$ cat config.mk
export PLATFORM = sky130hd
export DESIGN_NAME = calc_div_seq
export DESIGN_NICKNAME = d
export VERILOG_FILES = /design/src/rtl/calc_pkg.sv /design/src/rtl/calc_div_step.sv /design/src/rtl/calc_div_seq.sv
export SDC_FILE = /design/constraint.sdc
export NUM_CORES = 1
export LEC_CHECK = 0
export ABC_AREA = 1
export BUFFER_PORTS_ARGS = -buffer_cell sky130_fd_sc_hd__buf_2
export CAP_MARGIN = 40
export CORE_UTILIZATION = 40
export DETAILED_ROUTE_END_ITERATION = 8
export GPL_TIMING_DRIVEN = 0
export PLACE_DENSITY = 0.65
export SYNTH_ARGS = -nofsm -noshare
export SYNTH_HDL_FRONTEND = slang
export SYNTH_SLANG_ARGS = --single-unit
$ cat constraint.sdc
create_clock -name clk -period 1.8 [get_ports clk]
set_input_delay 0.18 -clock clk [delete_from_list [all_inputs] [get_ports clk]]
set_output_delay 0.18 -clock clk [all_outputs]
set_load 0.02 [all_outputs]
$ cat src/rtl/calc_pkg.sv
// Shared types and constants for the calculator's sequential divide path.
package calc_pkg;

  // Default operand width of the divide datapath.
  localparam int CALC_W = 4;

  // Quotient reported for a divide by zero (all ones).
  localparam logic [CALC_W-1:0] DIV_ZERO_Q = '1;

  typedef enum logic [1:0] {
    IDLE = 2'd0,
    RUN  = 2'd1,
    DONE = 2'd2
  } calc_state_e;

endpackage

$ cat src/rtl/calc_div_step.sv
// One combinational restoring-division step: shift {prem,qsr} left by one,
// trial-subtract the divisor, and keep the difference if it did not go negative.
module calc_div_step
  import calc_pkg::*;
#(
  parameter int WIDTH = CALC_W
) (
  input  logic [WIDTH:0]   prem,
  input  logic [WIDTH-1:0] qsr,
  input  logic [WIDTH-1:0] b,
  output logic [WIDTH:0]   prem_next,
  output logic [WIDTH-1:0] qsr_next
);

  logic [WIDTH:0] prem_shift;
  logic [WIDTH:0] trial;
  // The partial remainder entering a step is always below 2**WIDTH, so its
  // MSB carries no information and is dropped by the shift.
  logic           prem_msb_unused;

  assign prem_msb_unused = prem[WIDTH];
  assign prem_shift      = {prem[WIDTH-1:0], qsr[WIDTH-1]};
  assign trial           = prem_shift - {1'b0, b};

  // Restore on a negative trial (MSB set), otherwise accept it and emit a 1.
  always_comb begin
    if (trial[WIDTH] == 1'b0) begin
      prem_next = trial;
      qsr_next  = {qsr[WIDTH-2:0], 1'b1};
    end else begin
      prem_next = prem_shift;
      qsr_next  = {qsr[WIDTH-2:0], 1'b0};
    end
  end

endmodule

$ cat src/rtl/calc_div_seq.sv
// Sequential unsigned divider: start/ready handshake, one quotient bit per
// cycle, registered q/rem/div_zero with a one-cycle done pulse.
// Optional build macro CALC_DIV_ZERO_TRAP_EN: a divide by zero skips the
// WIDTH-step run and completes one cycle after acceptance.
module calc_div_seq
  import calc_pkg::*;
#(
  parameter int WIDTH = CALC_W
) (
  input  logic             clk,
  input  logic             rst,
  input  logic             start,
  input  logic [WIDTH-1:0] a,
  input  logic [WIDTH-1:0] b,
  output logic             ready,
  output logic             busy,
  output logic             done,
  output logic [WIDTH-1:0] q,
  output logic [WIDTH-1:0] rem,
  output logic             div_zero
);

  localparam int CNT_W = $clog2(WIDTH + 1);

`ifdef CALC_DIV_ZERO_TRAP_EN
  localparam bit TRAP_EN = 1'b1;
`else
  localparam bit TRAP_EN = 1'b0;
`endif

  calc_state_e      state;
  logic [CNT_W-1:0] cnt;
  logic [WIDTH-1:0] qsr;
  logic [WIDTH:0]   prem;
  logic [WIDTH-1:0] b_reg;
  logic [WIDTH:0]   prem_next;
  logic [WIDTH-1:0] qsr_next;

  calc_div_step #(.WIDTH(WIDTH)) u_step (
    .prem      (prem),
    .qsr       (qsr),
    .b         (b_reg),
    .prem_next (prem_next),
    .qsr_next  (qsr_next)
  );

  // Control FSM and datapath registers; every output is registered.
  // NOTE: sequential state uses non-blocking (<=) so all registers update
  // together from pre-edge values; blocking here would create ordering races.
  always_ff @(posedge clk or posedge rst) begin
    if (rst) begin
      state    <= IDLE;
      cnt      <= '0;
      qsr      <= '0;
      prem     <= '0;
      b_reg    <= '0;
      ready    <= 1'b1;
      busy     <= 1'b0;
      done     <= 1'b0;
      q        <= '0;
      rem      <= '0;
      div_zero <= 1'b0;
    end else begin
      done <= 1'b0;
      case (state)
        IDLE: begin
          if (start) begin
            qsr   <= a;
            b_reg <= b;
            prem  <= '0;
            cnt   <= CNT_W'(WIDTH);
            ready <= 1'b0;
            busy  <= 1'b1;
            state <= RUN;
          end
        end
        RUN: begin
          if (TRAP_EN && b_reg == '0) begin
            // Divide-by-zero shortcut: same results the full run would give.
            q        <= {WIDTH{DIV_ZERO_Q[0]}};
            rem      <= qsr;
            div_zero <= 1'b1;
            done     <= 1'b1;
            busy     <= 1'b0;
            state    <= DONE;
          end else begin
            qsr  <= qsr_next;
            prem <= prem_next;
            cnt  <= cnt - CNT_W'(1);
            if (cnt == CNT_W'(1)) begin
              q        <= qsr_next;
              rem      <= prem_next[WIDTH-1:0];
              div_zero <= (b_reg == '0);
              done     <= 1'b1;
              busy     <= 1'b0;
              state    <= DONE;
            end
          end
        end
        DONE: begin
          ready <= 1'b1;
          state <= IDLE;
        end
        default: begin
          ready <= 1'b1;
          busy  <= 1'b0;
          state <= IDLE;
        end
      endcase
    end
  end

endmodule

==> results of run 1 <==
-- path summary, 6_finish.rpt --
path | start | to | slack (ns) | cells past startpoint
setup / recovery | b_reg[0] | prem[1] | 0.09 | 10
hold / removal | b[0] | b_reg[0] | 0.06 | 3
setup reg to reg | b_reg[0] | prem[1] | 0.09 | 10
hold reg to reg | rem[3] | rem[3] | 0.48 | 2
max in group asynchronous | rst | prem[1] | 0.99 | 4
min in group asynchronous | rst | busy | 0.37 | 3
-- layer usage --
metal	vias to the layer above	routed length (um)	GRT usage
met2	36	1452	0.2873
met4	0	50	0.08254
met1	561	1317	0.2151
li1	601	-	-
met3	5	168	0.06004
met5	-	0	0
-- placed cells by master, fill, tap and decap left out, types with 7 or more instances in the layout --
cell	count
o21ai_0	7
buf_2	22
nand2_1	47
dfrtp_1	28
inv_1	19
nor2_1	9
nand3_1	14
-- cell families (layout without fill, tap and decap cells) --
group           Yosys count  in the layout
compound gates           21             21
fa+ha+maj                 7              7
simple gates             83             83
buf+inv                  26             63
flops                    29             29
-- what timing repair did --
item / in CTS / in global routing
cloned: 0 / 0
endpoints found under the setup margin: 9 / 9
hold buffers: 1 / 0
pin swaps: 1 / 3
setup buffers: 1 / 4
endpoints found under the hold margin: 7 / 0
gates resized for setup: 4 / 7
-- stage by stage --
stage	power, mW	cells	setup slack, ns	hold WS (ns)
detailed placement	3.075	235	-0.02131	0.1807
floorplan	2.608	166	0.1493	0.2574
global route	4.271	249	-0.02976	0.06438
CTS	3.736	245	0.02893	0.04753
global placement	2.978	234	-0.009161	0.3740
finish	3.887	249	0.08969	0.05857
-- worst reg2reg max path, delay by kind of cell, from the launching register on --
family / cells / cell delay, ns
and+or+nand+nor: 7 / 0.53
buffers and inverters: 1 / 0.07
adders and majority gates: 2 / 0.56
DFF: 1 / 0.43
-- cell type report --
class | count | area [um^2]
clock inverters | 1 | 30.03
clock buffers | 7 | 55.05
multi-input cells | 111 | 636.9
fillers | 310 | 1590
inverters | 25 | 96.34
flip-flops and latches | 29 | 726.9
well taps | 46 | 57.56
repair buffers | 29 | 185.2
plain buffers | 1 | 11.26
-- cell usage after synthesis, types with 2 or more instances --
cell and count:
nand2_1 50, dfrtp_1 28, inv_1 21, nand3_1 15
nor2_1 9, o21ai_0 7, ha_1 6, a21oi_1 5
o21ai_2 4, nand2_2 3, o22ai_1 3, clkinv_1 2
-- power by group through the flow --
stage | clock network, mW | registers, mW | logic, mW
4_1_cts | 0.567 | 1.17 | 2.00
3_5_place_dp | 0 | 1.18 | 1.90
2_1_floorplan | 0 | 1.30 | 1.31
3_3_place_gp | 0 | 1.16 | 1.82
5_1_grt | 0.593 | 1.21 | 2.47
6_report | 0.554 | 1.17 | 2.16
==> results.txt, run 1 <==
----------------------------------------------------
[GRT]
  Overflow left after global routing ... 0
  Via count of the first global-routing pass ... 1063
  Gr usage total ... 0.1780
  Initial antenna violation count ... 0
  Largest net degree at the start of global routing ... 22
  Wire length of the first global-routing pass ... 4816 um

[Routing]
  Violation count after the first detailed-routing iteration ... 38
  DRT Wirelength ... 2988 um
  Vias per Instance ... 4.831
  Drt drc ... 0
  DR WL/cell ... 12.00 um
  Pre-Repair DR Iteration Count ... 5
  Via count ... 1203
  Antenna violation net count after detailed routing ... 0

[STA]
  Final count of pins violating max slew ... 0
  Final sum of negative setup slack ... 0 ns
  Worst slew pin tran ... 0.4021 ns
  Final critical delay including setup and external delays ... 1.710 ns
  Period utilization ... 0.9502
  Setup repair after global routing missed its margin ... yes
  Clk_skew ... 0.008642 ns
  Setup-failing EPs final ... 0
  Worst max-slew margin expressed relative to the limit ... 0.7316
  Max Clk Rate ... 584.7 MHz
  Number of hold-slack violations in the final timing report ... 0

[Finish]
  Final design area excluding fillers ... 0.001799 mm^2
  Layout Nets ... 220
  Layout cells sized above 1 ... 0.2857
  Share of the core filled with cells in the final layout ... 0.5308
  Number of antenna cells inserted ... 0
  Growth of design area from synthesis to finish ... 25.70%

[Critical path]
  Critical-path cell with the highest stage delay ... dfrtp_1
  Nature of the critical path startpoint ... flip-flop
  CP Capture Type ... flip-flop
  CP arrival ... 1.92 ns
  Critical path fanouts, max ... 6
  Critical path, cell by cell ... ha_4 > fa_2 > inv_2 > nand2_2 > nand2_2 > nand3_4 > nand2_4 > nand2_1 > nand3_1 > nand2_1
  Worst Path Required ... 2.01 ns
  Number of buffer and inverter instances along the worst setup path ... 1
  Largest stage delay on the critical path ... 0.43 ns
  Setup Crit Path Kind ... flip-flop to flip-flop
  Largest delay share family, worst path ... adder cells

[Clock network]
  Number of buffers on the longest clock path ... 2
  Master cell of the clock root buffer ... clkbuf_4
  Number of clock sinks seen by CTS ... 29
  Cts bufs inserted ... 5
  Maximum level of the CTS H-tree ... 2
  Clock input transition at the sequential cells of the worst setup and hold paths ... 0.08 ns
  Clock tree from TritonCTS ... yes
  Insertion delay of the later-clocked pin in the worst-skew pair ... 0.33 ns

[Synth]
  Post-synthesis simple-gate area fraction ... 0.2596
  Xor and xnor fraction of the mapped netlist area ... 0
  Most used flip-flop cell after synthesis ... dfrtp_1
  Cell taking the most area after synthesis ... dfrtp_1
  Netlist Area Pre-Place ... 0.001431 mm^2
  Fraction of the mapped netlist area in compound gates ... 0.09091
  Flop and latch count out of synthesis ... 29
  Unique masters post-synth ... 25
  Number of instances in the synthesized netlist ... 166
  Mean Syn Cell Area ... 8.623 um^2
  EDFF count, synth ... 0
  Main combinational cell family by area after synthesis ... simple AND/OR/NAND/NOR gates
  Yosys warning total ... 0
  Fraction of the mapped netlist area in adder cells ... 0.06643
  Post-synth net total ... 184
  Post-synthesis async set-or-reset flop share ... 1.000
  Post-synthesis sequential area ratio ... 0.5079
  Area share of the leading cell type in the synthesized netlist ... 0.4895
  Fraction of synthesized area in multiplexers ... 0
  Top post-synthesis cells by area ... dfrtp_1 (49%), nand2_1 (13%), inv_1 (5.5%)

[Outcome]
  Status ... completed

[Pwr]
  Switching power ... 1.747 mW
  Static leakage power ... 0.9431 nW
  P per Cell Area ... 2161 mW/mm^2
  Max VDD drop ... 929.6 uV
  Sequential share of power ... 0.302
  Clock share of power ... 0.142
  Net switching share of the total power ... 0.4493
  Total internal power ... 2.141 mW
  Gate power share ... 0.556

[Floorplan]
  Vert. Die Dim ... 61.82 um
  Effective utilization at floorplan ... 0.4223
  Number of rows created at floorplan ... 21
  DIE AREA ... 0.003822 mm^2
  Overall die width ... 61.82 um
  Core area ... 0.003390 mm^2
  Number of top-level pins ... 23

[Placed design]
  Area of placed instances ... 0.001627 mm^2
  GP Congestion ... 0.8281
  Estimated wirelength of the detail-placed design ... 2158 um
  Buffers added on ports ... 22

[Hold path]
  Worst min-delay path category ... primary input to flip-flop

[Flow run]
  Count of max-cap constraint violations ... 0

----------------------------------------------------
No activity file was read; power rests on OpenSTA's default activity.
==> inputs of run 2 (changes only) <==
==> constraint.sdc (replaced) <==
create_clock -name clk -period 1.85 [get_ports clk]
set_input_delay 0.185 -clock clk [delete_from_list [all_inputs] [get_ports clk]]
set_output_delay 0.185 -clock clk [all_outputs]
set_load 0.02 [all_outputs]
==> run 2 against run 1 <==
  * Setup slack better by 0.042 ns
  * Cell count decreased by 1.2%
  * Utilization is 0.96 points lower
  * Critical endpoint is now rem[2]
  * Highest routed layer unchanged
==> results.txt, run 2 (synthesis gave the netlist of run 1 again) <==
----------------------------------------------------
[STA]
  Setup-failing EPs final ... 0 (unchanged)
  Clk_skew ... 0.007006 ns (was 0.008642 ns)
  Number of hold-slack violations in the final timing report ... 0 (unchanged)
  Hold slack final ... 0.06177 ns (was 0.05857 ns)
  Final count of pins violating max slew ... 0 (unchanged)
  Max Clk Rate ... 582.0 MHz (was 584.7 MHz)
  Worst max-slew margin expressed relative to the limit ... 0.7336 (was 0.7316)
  Period utilization ... 0.9288 (was 0.9502)
  Worst slew pin tran ... 0.3992 ns (was 0.4021 ns)
  Final critical delay including setup and external delays ... 1.718 ns (was 1.710 ns)

[Clock network]
  Clock tree from TritonCTS ... yes (unchanged)
  Cts bufs inserted ... 5 (unchanged)
  Maximum level of the CTS H-tree ... 2 (unchanged)
  Master cell of the clock root buffer ... clkbuf_4 (unchanged)
  Number of buffers on the longest clock path ... 2 (unchanged)
  Number of clock sinks seen by CTS ... 29 (unchanged)
  Insertion delay of the later-clocked pin in the worst-skew pair ... 0.32 ns (was 0.33 ns)
  Clock input transition at the sequential cells of the worst setup and hold paths ... 0.08 ns (about the same)

[Hold path]
  Worst hold path startpoint ... b[0] (unchanged)
  Hold Path Cell Cnt ... 3 (unchanged)
  Worst min-delay path category ... primary input to flip-flop (unchanged)

[Critical path]
  Nature of the critical path startpoint ... flip-flop (unchanged)
  CP arrival ... 1.94 ns (was 1.92 ns)
  Critical Path Start ... b_reg[0] (unchanged)
  Largest stage delay on the critical path ... 0.42 ns (was 0.43 ns)
  CP Capture Type ... flip-flop (unchanged)
  Critical path, cell by cell ... ha_2 > fa_2 > inv_1 > nand2_2 > nand2_2 > nand3_4 > nand2_4 > nand2_1 > nand3_1 > nand2_1 (was ha_4 > fa_2 > inv_2 > nand2_2 > nand2_2 > nand3_4 > nand2_4 > nand2_1 > nand3_1 > nand2_1)
  RR Startpoint ... b_reg[0] (unchanged)
  Worst Path Required ... 2.07 ns (was 2.01 ns)
  Critical path fanouts, max ... 6 (unchanged)
  Setup Crit Path Kind ... flip-flop to flip-flop (unchanged)
  Worst r2r path cells ... 10 (unchanged)
  Critical-path cell with the highest stage delay ... dfrtp_1 (unchanged)

[Pwr]
  Clock share of power ... 0.146 (was 0.142)
  Total internal power ... 2.030 mW (was 2.141 mW)
  Sequential share of power ... 0.307 (was 0.302)
  Switching power ... 1.663 mW (was 1.747 mW)
  Net switching share of the total power ... 0.4503 (was 0.4493)
  Total power ... 3.693 mW (was 3.887 mW)
  P per Cell Area ... 2090 mW/mm^2 (was 2161 mW/mm^2)
  Max VDD drop ... 920.5 uV (was 929.6 uV)
  Gate power share ... 0.547 (was 0.556)
  Static leakage power ... 0.9286 nW (was 0.9431 nW)

[Finish]
  Layout cells sized above 1 ... 0.2650 (was 0.2857)
  Most frequent standard cell in the layout excluding fill and tap cells ... nand2_1 (unchanged)
  Layout filler cell count ... 312 (was 310)
  Layout Nets ... 217 (was 220)
  Commonest non-fill, non-tap cells in the layout ... nand2_1 (47), dfrtp_1 (28), buf_2 (22) (unchanged)
  Growth of design area from synthesis to finish ... 23.43% (was 25.70%)
  Number of antenna cells inserted ... 0 (unchanged)

[GRT]
  Top Usage Layer GRT ... met2 (unchanged)
  Gr usage total ... 0.1772 (was 0.1780)
  Largest net degree at the start of global routing ... 22 (unchanged)
  GR Util met3 ... 0.06004 (unchanged)
  Wire length of the first global-routing pass ... 4795 um (was 4816 um)
  Initial antenna violation count ... 0 (unchanged)
  Overflow left after global routing ... 0 (unchanged)
  Met1 Use GR ... 0.2099 (was 0.2151)
  Global routing met2 resource utilization ... 0.2857 (was 0.2873)
  Via count of the first global-routing pass ... 1079 (was 1063)

[Routing]
  Antenna violation net count after detailed routing ... 0 (unchanged)
  Via count ... 1199 (was 1203)
  Drt drc ... 0 (unchanged)
  DR WL/cell ... 11.84 um (was 12.00 um)
  DRT Wirelength ... 2912 um (was 2988 um)
  Violation count after the first detailed-routing iteration ... 42 (was 38)
  Vias per Instance ... 4.874 (was 4.831)
  Pre-Repair DR Iteration Count ... 4 (was 5)

[Floorplan]
  Effective utilization at floorplan ... 0.4223 (unchanged)
  Overall die width ... 61.82 um (unchanged)
  Core area ... 0.003390 mm^2 (unchanged)
  DIE AREA ... 0.003822 mm^2 (unchanged)
  Number of rows created at floorplan ... 21 (unchanged)
  Vert. Die Dim ... 61.82 um (unchanged)
  Number of top-level pins ... 23 (unchanged)

[Outcome]
  Status ... completed (unchanged)

[Placed design]
  Estimated wirelength of the detail-placed design ... 2158 um (unchanged)
  Buffers added on ports ... 22 (unchanged)
  GP Congestion ... 0.8281 (unchanged)

[Flow run]
  Count of max-cap constraint violations ... 0 (unchanged)

----------------------------------------------------
-- run 2: area by class of cell --
type / instances / area, um^2 / area share
Sequential cell: 29 / 726.9 / 0.4115
Multi-Input combinational cell: 111 / 626.9 / 0.3548
Timing Repair Buffer: 26 / 162.7 / 0.09207
Inverter: 25 / 96.34 / 0.05453
Tap cell: 46 / 57.56 / 0.03258
Clock buffer: 7 / 55.05 / 0.03116
Clock inverter: 1 / 30.03 / 0.01700
Buffer: 1 / 11.26 / 0.006374
-- run 2: path summary, 6_finish.rpt --
| path | end | slack [ns] |
|---|---|---|
| max | rem[2] | 0.13 |
| max reg2reg | rem[2] | 0.13 |
| max in group asynchronous | prem[1] | 1.04 |
| min reg2reg | rem[3] | 0.48 |
| min | b_reg[0] | 0.06 |
| min in group asynchronous | busy | 0.38 |
-- run 2: critical path, delay by kind of cell, from the launching register on --
| kind | cells | cell delay, ns |
|---|---|---|
| buf+inv | 1 | 0.09 |
| flops | 1 | 0.42 |
| simple gates | 7 | 0.55 |
| fa+ha+maj | 2 | 0.55 |
-- run 2: repair_timing --
action	CTS	global route
setup buffers	0	2
gates resized for setup	1	7
endpoints found under the setup margin	3	9
hold endpoints to repair	7	0
hold buffers	1	0
pin swaps	1	2
cloned	0	0
-- run 2: power groups by stage --
stage | Clock (mW) | Combinational [mW] | Sequential, mW
after global routing | 0.577 | 2.31 | 1.17
after floorplan | 0 | 1.27 | 1.26
after detailed placement | 0 | 1.85 | 1.14
after CTS | 0.552 | 1.87 | 1.14
after global placement | 0 | 1.77 | 1.13
final | 0.538 | 2.02 | 1.13
-- run 2: metal layers --
| metal | routed length [um] | vias up |
|---|---|---|
| met5 | 0 | - |
| met4 | 73 | 0 |
| met3 | 161 | 10 |
| met2 | 1354 | 36 |
| met1 | 1323 | 558 |
| li1 | - | 595 |
-- run 2: metrics by stage --
stage,setup TNS (ns),std cells,util,worst slack (ns),area (um^2)
detailed placement,0,235,0.4799,0.02869,1627
global placement,0,234,0.4718,0.04084,1599
global route,-0.002453,246,0.5212,-0.002453,1767
finish,0,246,0.5212,0.1317,1767
CTS,0,244,0.5094,0.006166,1727
floorplan,0,166,-,0.1993,1431
==> inputs of run 3 (changes only) <==
--- a/config.mk
+++ b/config.mk
@@ -5,9 +5,9 @@
 export SDC_FILE = /design/constraint.sdc
 export NUM_CORES = 1
 export LEC_CHECK = 0
-export ABC_AREA = 1
 export BUFFER_PORTS_ARGS = -buffer_cell sky130_fd_sc_hd__buf_2
 export CAP_MARGIN = 40
+export CORE_MARGIN = 2
 export CORE_UTILIZATION = 40
 export DETAILED_ROUTE_END_ITERATION = 8
 export GPL_TIMING_DRIVEN = 0
==> run 3 against run 2 <==
  * The flow now finishes with violations (setup timing)
  * Via count is 12% lower
  * Setup slack worse by 0.39 ns
  * Critical endpoint is now rem[0]
  * Largest cell class unchanged
  * First-iteration DRC count shrank 31%
  * Global-route usage is 1.3 points lower
  * Wire length down 4.5%
  * Sequential power about the same
  * Critical path type unchanged
  * Largest power group unchanged
  * Highest routed layer unchanged
  * Die area increased by 2.4%
==> results.txt, run 3 <==
----------------------------------------------------
[Synth]
  Post-synth net total ... 155 (was 184)
  Unique masters post-synth ... 29 (was 25)
  Top cells by instance count after synthesis ... dfrtp_1 (28), nand2_1 (28), o21ai_0 (15) (was nand2_1 (50), dfrtp_1 (28), inv_1 (21))
  Mean Syn Cell Area ... 10.01 um^2 (was 8.623 um^2)
  Number of instances in the synthesized netlist ... 137 (was 166)
  Flop and latch count out of synthesis ... 29 (unchanged)
  Yosys warning total ... 0 (unchanged)
  Netlist Area Pre-Place ... 0.001371 mm^2 (was 0.001431 mm^2)
  Area share of the leading cell type in the synthesized netlist ... 0.5109 (was 0.4895)
  Top post-synthesis cells by area ... dfrtp_1 (51%), nand2_1 (7.7%), ha_1 (5.5%) (was dfrtp_1 (49%), nand2_1 (13%), inv_1 (5.5%))
  Post-synthesis async set-or-reset flop share ... 1.000 (unchanged)
  Post-synthesis sequential area ratio ... 0.5301 (was 0.5079)
  EDFF count, synth ... 0 (unchanged)
  Cell taking the most area after synthesis ... dfrtp_1 (unchanged)
  Most used flip-flop cell after synthesis ... dfrtp_1 (unchanged)

[STA]
  Setup-failing EPs final ... 10 (was 0)
  Final critical delay including setup and external delays ... 2.108 ns (was 1.718 ns)
  Period utilization ... 1.139 (was 0.9288)
  Number of hold-slack violations in the final timing report ... 0 (unchanged)
  Clk_skew ... 0.007088 ns (was 0.007006 ns)
  Worst max-slew margin expressed relative to the limit ... 0.4629 (was 0.7336)
  Min setup slack post-route ... -0.2577 ns (was 0.1317 ns)
  Setup repair after global routing missed its margin ... yes
  Hold slack final ... 0.04245 ns (was 0.06177 ns)
  Final sum of negative setup slack ... -2.222 ns (was 0 ns)
  Max Clk Rate ... 474.5 MHz (was 582.0 MHz)
  Final count of pins violating max slew ... 0 (unchanged)
  Worst slew pin tran ... 0.8039 ns (was 0.3992 ns)

[Critical path]
  RR Startpoint ... qsr[3] (was b_reg[0])
  CP arrival ... 2.38 ns (was 1.94 ns)
  Critical path fanouts, max ... 5 (was 6)
  Nature of the critical path startpoint ... flip-flop (unchanged)
  Worst Path Required ... 2.12 ns (was 2.07 ns)
  Largest delay share family, worst path ... adder cells (unchanged)
  Setup Crit Path Kind ... flip-flop to flip-flop (unchanged)
  Critical-path cell with the highest stage delay ... dfrtp_1 (unchanged)
  Largest stage delay on the critical path ... 0.38 ns (was 0.42 ns)
  Number of buffer and inverter instances along the worst setup path ... 1 (unchanged)
  Critical Path Start ... qsr[3] (was b_reg[0])
  CP Capture Type ... flip-flop (unchanged)
  Critical path, cell by cell ... inv_2 > ha_4 > fa_2 > nand2b_4 > a21oi_4 > xor2_4 > mux2_4 > o21ai_1 (was ha_2 > fa_2 > inv_1 > nand2_2 > nand2_2 > nand3_4 > nand2_4 > nand2_1 > nand3_1 > nand2_1)

[Routing]
  Violation count after the first detailed-routing iteration ... 29 (was 42)
  DR WL/cell ... 12.64 um (was 11.84 um)
  Wire length on met3 ... 118 um (was 161 um)
  Met2 wire len ... 1343 um (was 1354 um)
  Sum of routed wire segments on met1 ... 1249 um (was 1323 um)
  Antenna violation net count after detailed routing ... 0 (unchanged)
  Vias per Instance ... 4.782 (was 4.874)
  DRT Wirelength ... 2781 um (was 2912 um)
  Pre-Repair DR Iteration Count ... 4 (unchanged)
  Via count ... 1052 (was 1199)
  Highest signal layer in the routed design ... met4 (unchanged)
  Drt drc ... 0 (unchanged)

[Placed design]
  Estimated wirelength of the detail-placed design ... 2011 um (was 2158 um)
  Buffers added on ports ... 22 (unchanged)
  Area of placed instances ... 0.001597 mm^2 (was 0.001627 mm^2)
  GP Congestion ... 0.7975 (was 0.8281)
  Number of placed instances with taps included ... 206 (was 235)

[Finish]
  Layout Cells excl Fill ... 220 (was 246)
  Layout Nets ... 191 (was 217)
  Growth of design area from synthesis to finish ... 26.46% (was 23.43%)
  Number of antenna cells inserted ... 0 (unchanged)
  Layout filler cell count ... 330 (was 312)
  Final design area excluding fillers ... 0.001734 mm^2 (was 0.001767 mm^2)
  Layout cells sized above 1 ... 0.3046 (was 0.2650)
  Commonest non-fill, non-tap cells in the layout ... nand2_1 (28), dfrtp_1 (28), buf_2 (25) (was nand2_1 (47), dfrtp_1 (28), buf_2 (22))

[Pwr]
  Max VDD drop ... 780.0 uV (was 920.5 uV)
  Gate power share ... 0.557 (was 0.547)
  Sequential share of power ... 0.315 (was 0.307)
  P per Cell Area ... 2036 mW/mm^2 (was 2090 mW/mm^2)
  Total internal power ... 2.063 mW (was 2.030 mW)
  Static leakage power ... 0.8770 nW (was 0.9286 nW)
  Total power ... 3.531 mW (was 3.693 mW)
  Clock share of power ... 0.128 (was 0.146)
  Net switching share of the total power ... 0.4158 (was 0.4503)
  Switching power ... 1.468 mW (was 1.663 mW)

[Clock network]
  Master cell of the clock root buffer ... clkbuf_4 (unchanged)
  Insertion delay of the later-clocked pin in the worst-skew pair ... 0.34 ns (was 0.32 ns)
  Cts bufs inserted ... 5 (unchanged)
  Clock tree from TritonCTS ... yes (unchanged)
  Number of clock sinks seen by CTS ... 29 (unchanged)
  Clock input transition at the sequential cells of the worst setup and hold paths ... 0.10 ns (was 0.08 ns)
  Number of buffers on the longest clock path ... 2 (unchanged)
  Maximum level of the CTS H-tree ... 2 (unchanged)

[Floorplan]
  Overall die width ... 62.55 um (was 61.82 um)
  Vert. Die Dim ... 62.55 um (was 61.82 um)
  Number of top-level pins ... 23 (unchanged)
  DIE AREA ... 0.003913 mm^2 (was 0.003822 mm^2)
  Effective utilization at floorplan ... 0.4142 (was 0.4223)
  Number of rows created at floorplan ... 21 (unchanged)
  Core area ... 0.003311 mm^2 (was 0.003390 mm^2)

[Flow run]
  Count of max-cap constraint violations ... 0 (unchanged)

[GRT]
  Largest net degree at the start of global routing ... 23 (was 22)
  Overflow left after global routing ... 0 (unchanged)
  Wire length of the first global-routing pass ... 4954 um (was 4795 um)
  Via count of the first global-routing pass ... 1093 (was 1079)
  Gr usage total ... 0.1638 (was 0.1772)
  Initial antenna violation count ... 0 (unchanged)

[Hold path]
  Worst hold path startpoint ... b[1] (was b[0])
  Worst min-delay path category ... primary input to flip-flop (unchanged)

[Outcome]
  Status ... finished, violations left (was completed)
  Failing checks ... setup timing

----------------------------------------------------
run 3: cell types whose count changed after synthesis, moves of 3 or more:
cell     previous run  this run
o22ai_1             3         0
nor2b_1             0         4
nand3_1            15         0
nand2_2             3         0
inv_1              21        13
nand2_1            50        28
o21ai_0             7        15
o21ai_2             4         0
buf_2               0         3
o21ai_1             0         4
run 3: cells by family (layout without fill, tap and decap cells):
group           count (synthesis)  count (layout)  share of synthesized area
buf+inv                        17              54                    0.04927
xor+xnor                        3               3                    0.03285
simple gates                   46              46                     0.1469
compound gates                 30              30                     0.1268
flops                          29              29                     0.5301
mux                             5               5                    0.04471
fa+ha+maj                       7               7                    0.06934
run 3: through the flow:
step / util / setup WS (ns)
floorplan: - / -0.1599
global placement: 0.4739 / -0.3198
detailed placement: 0.4822 / -0.3184
CTS: 0.5155 / -0.2575
global route: 0.5238 / -0.3633
finish: 0.5238 / -0.2577
run 3: repair_timing:
item / CTS / global route
buffers inserted: 3 / 2
gates cloned: 0 / 0
endpoints found under the hold margin: 7 / 0
setup endpoints to repair: 10 / 10
pin swaps: 2 / 2
gates resized for setup: 4 / 3
hold buffers: 1 / 0
run 3: worst register-to-register path: stages (launching register included):
cell and delay [ns]:
dfrtp_1 0.38, inv_2 0.07, ha_4 0.16, fa_2 0.35, nand2b_4 0.16, a21oi_4 0.20, xor2_4 0.27, mux2_4 0.34
o21ai_1 0.13
run 3: routing by layer:
layer  GRT usage  up-vias
met5           0        -
met4     0.09167        0
met3     0.04324        7
met2      0.2715       21
met1      0.1927      498
li1            -      526
run 3: final cells by class:
type | instances | area [um^2] | share of cell area
plain buffers | 4 | 18.77 | 0.01082
flip-flops and latches | 29 | 726.9 | 0.4192
repair buffers | 29 | 188.9 | 0.1089
multi-input cells | 91 | 623.1 | 0.3593
well taps | 46 | 57.56 | 0.03319
inverters | 13 | 48.80 | 0.02814
clock inverters | 1 | 5.005 | 0.002886
clock buffers | 7 | 65.06 | 0.03752
run 3: final timing paths:
path / endpoint / slack, ns / depth (start not counted)
max in group asynchronous: ready / 0.96 / 4
worst min register to register: q[2] / 0.48 / 2
worst max register to register: rem[0] / -0.26 / 8
min in group asynchronous: q[3] / 0.37 / 3
worst max-delay path: rem[0] / -0.26 / 8
worst min-delay path: b_reg[1] / 0.04 / 3
run 3: power groups by stage:
stage	Sequential, mW	Combinational [mW]	Clock, mW
global route	1.15	2.20	0.488
global placement	1.11	1.66	0
finish	1.11	1.97	0.451
detailed placement	1.13	1.73	0
CTS	1.11	1.86	0.454
floorplan	1.21	1.24	0
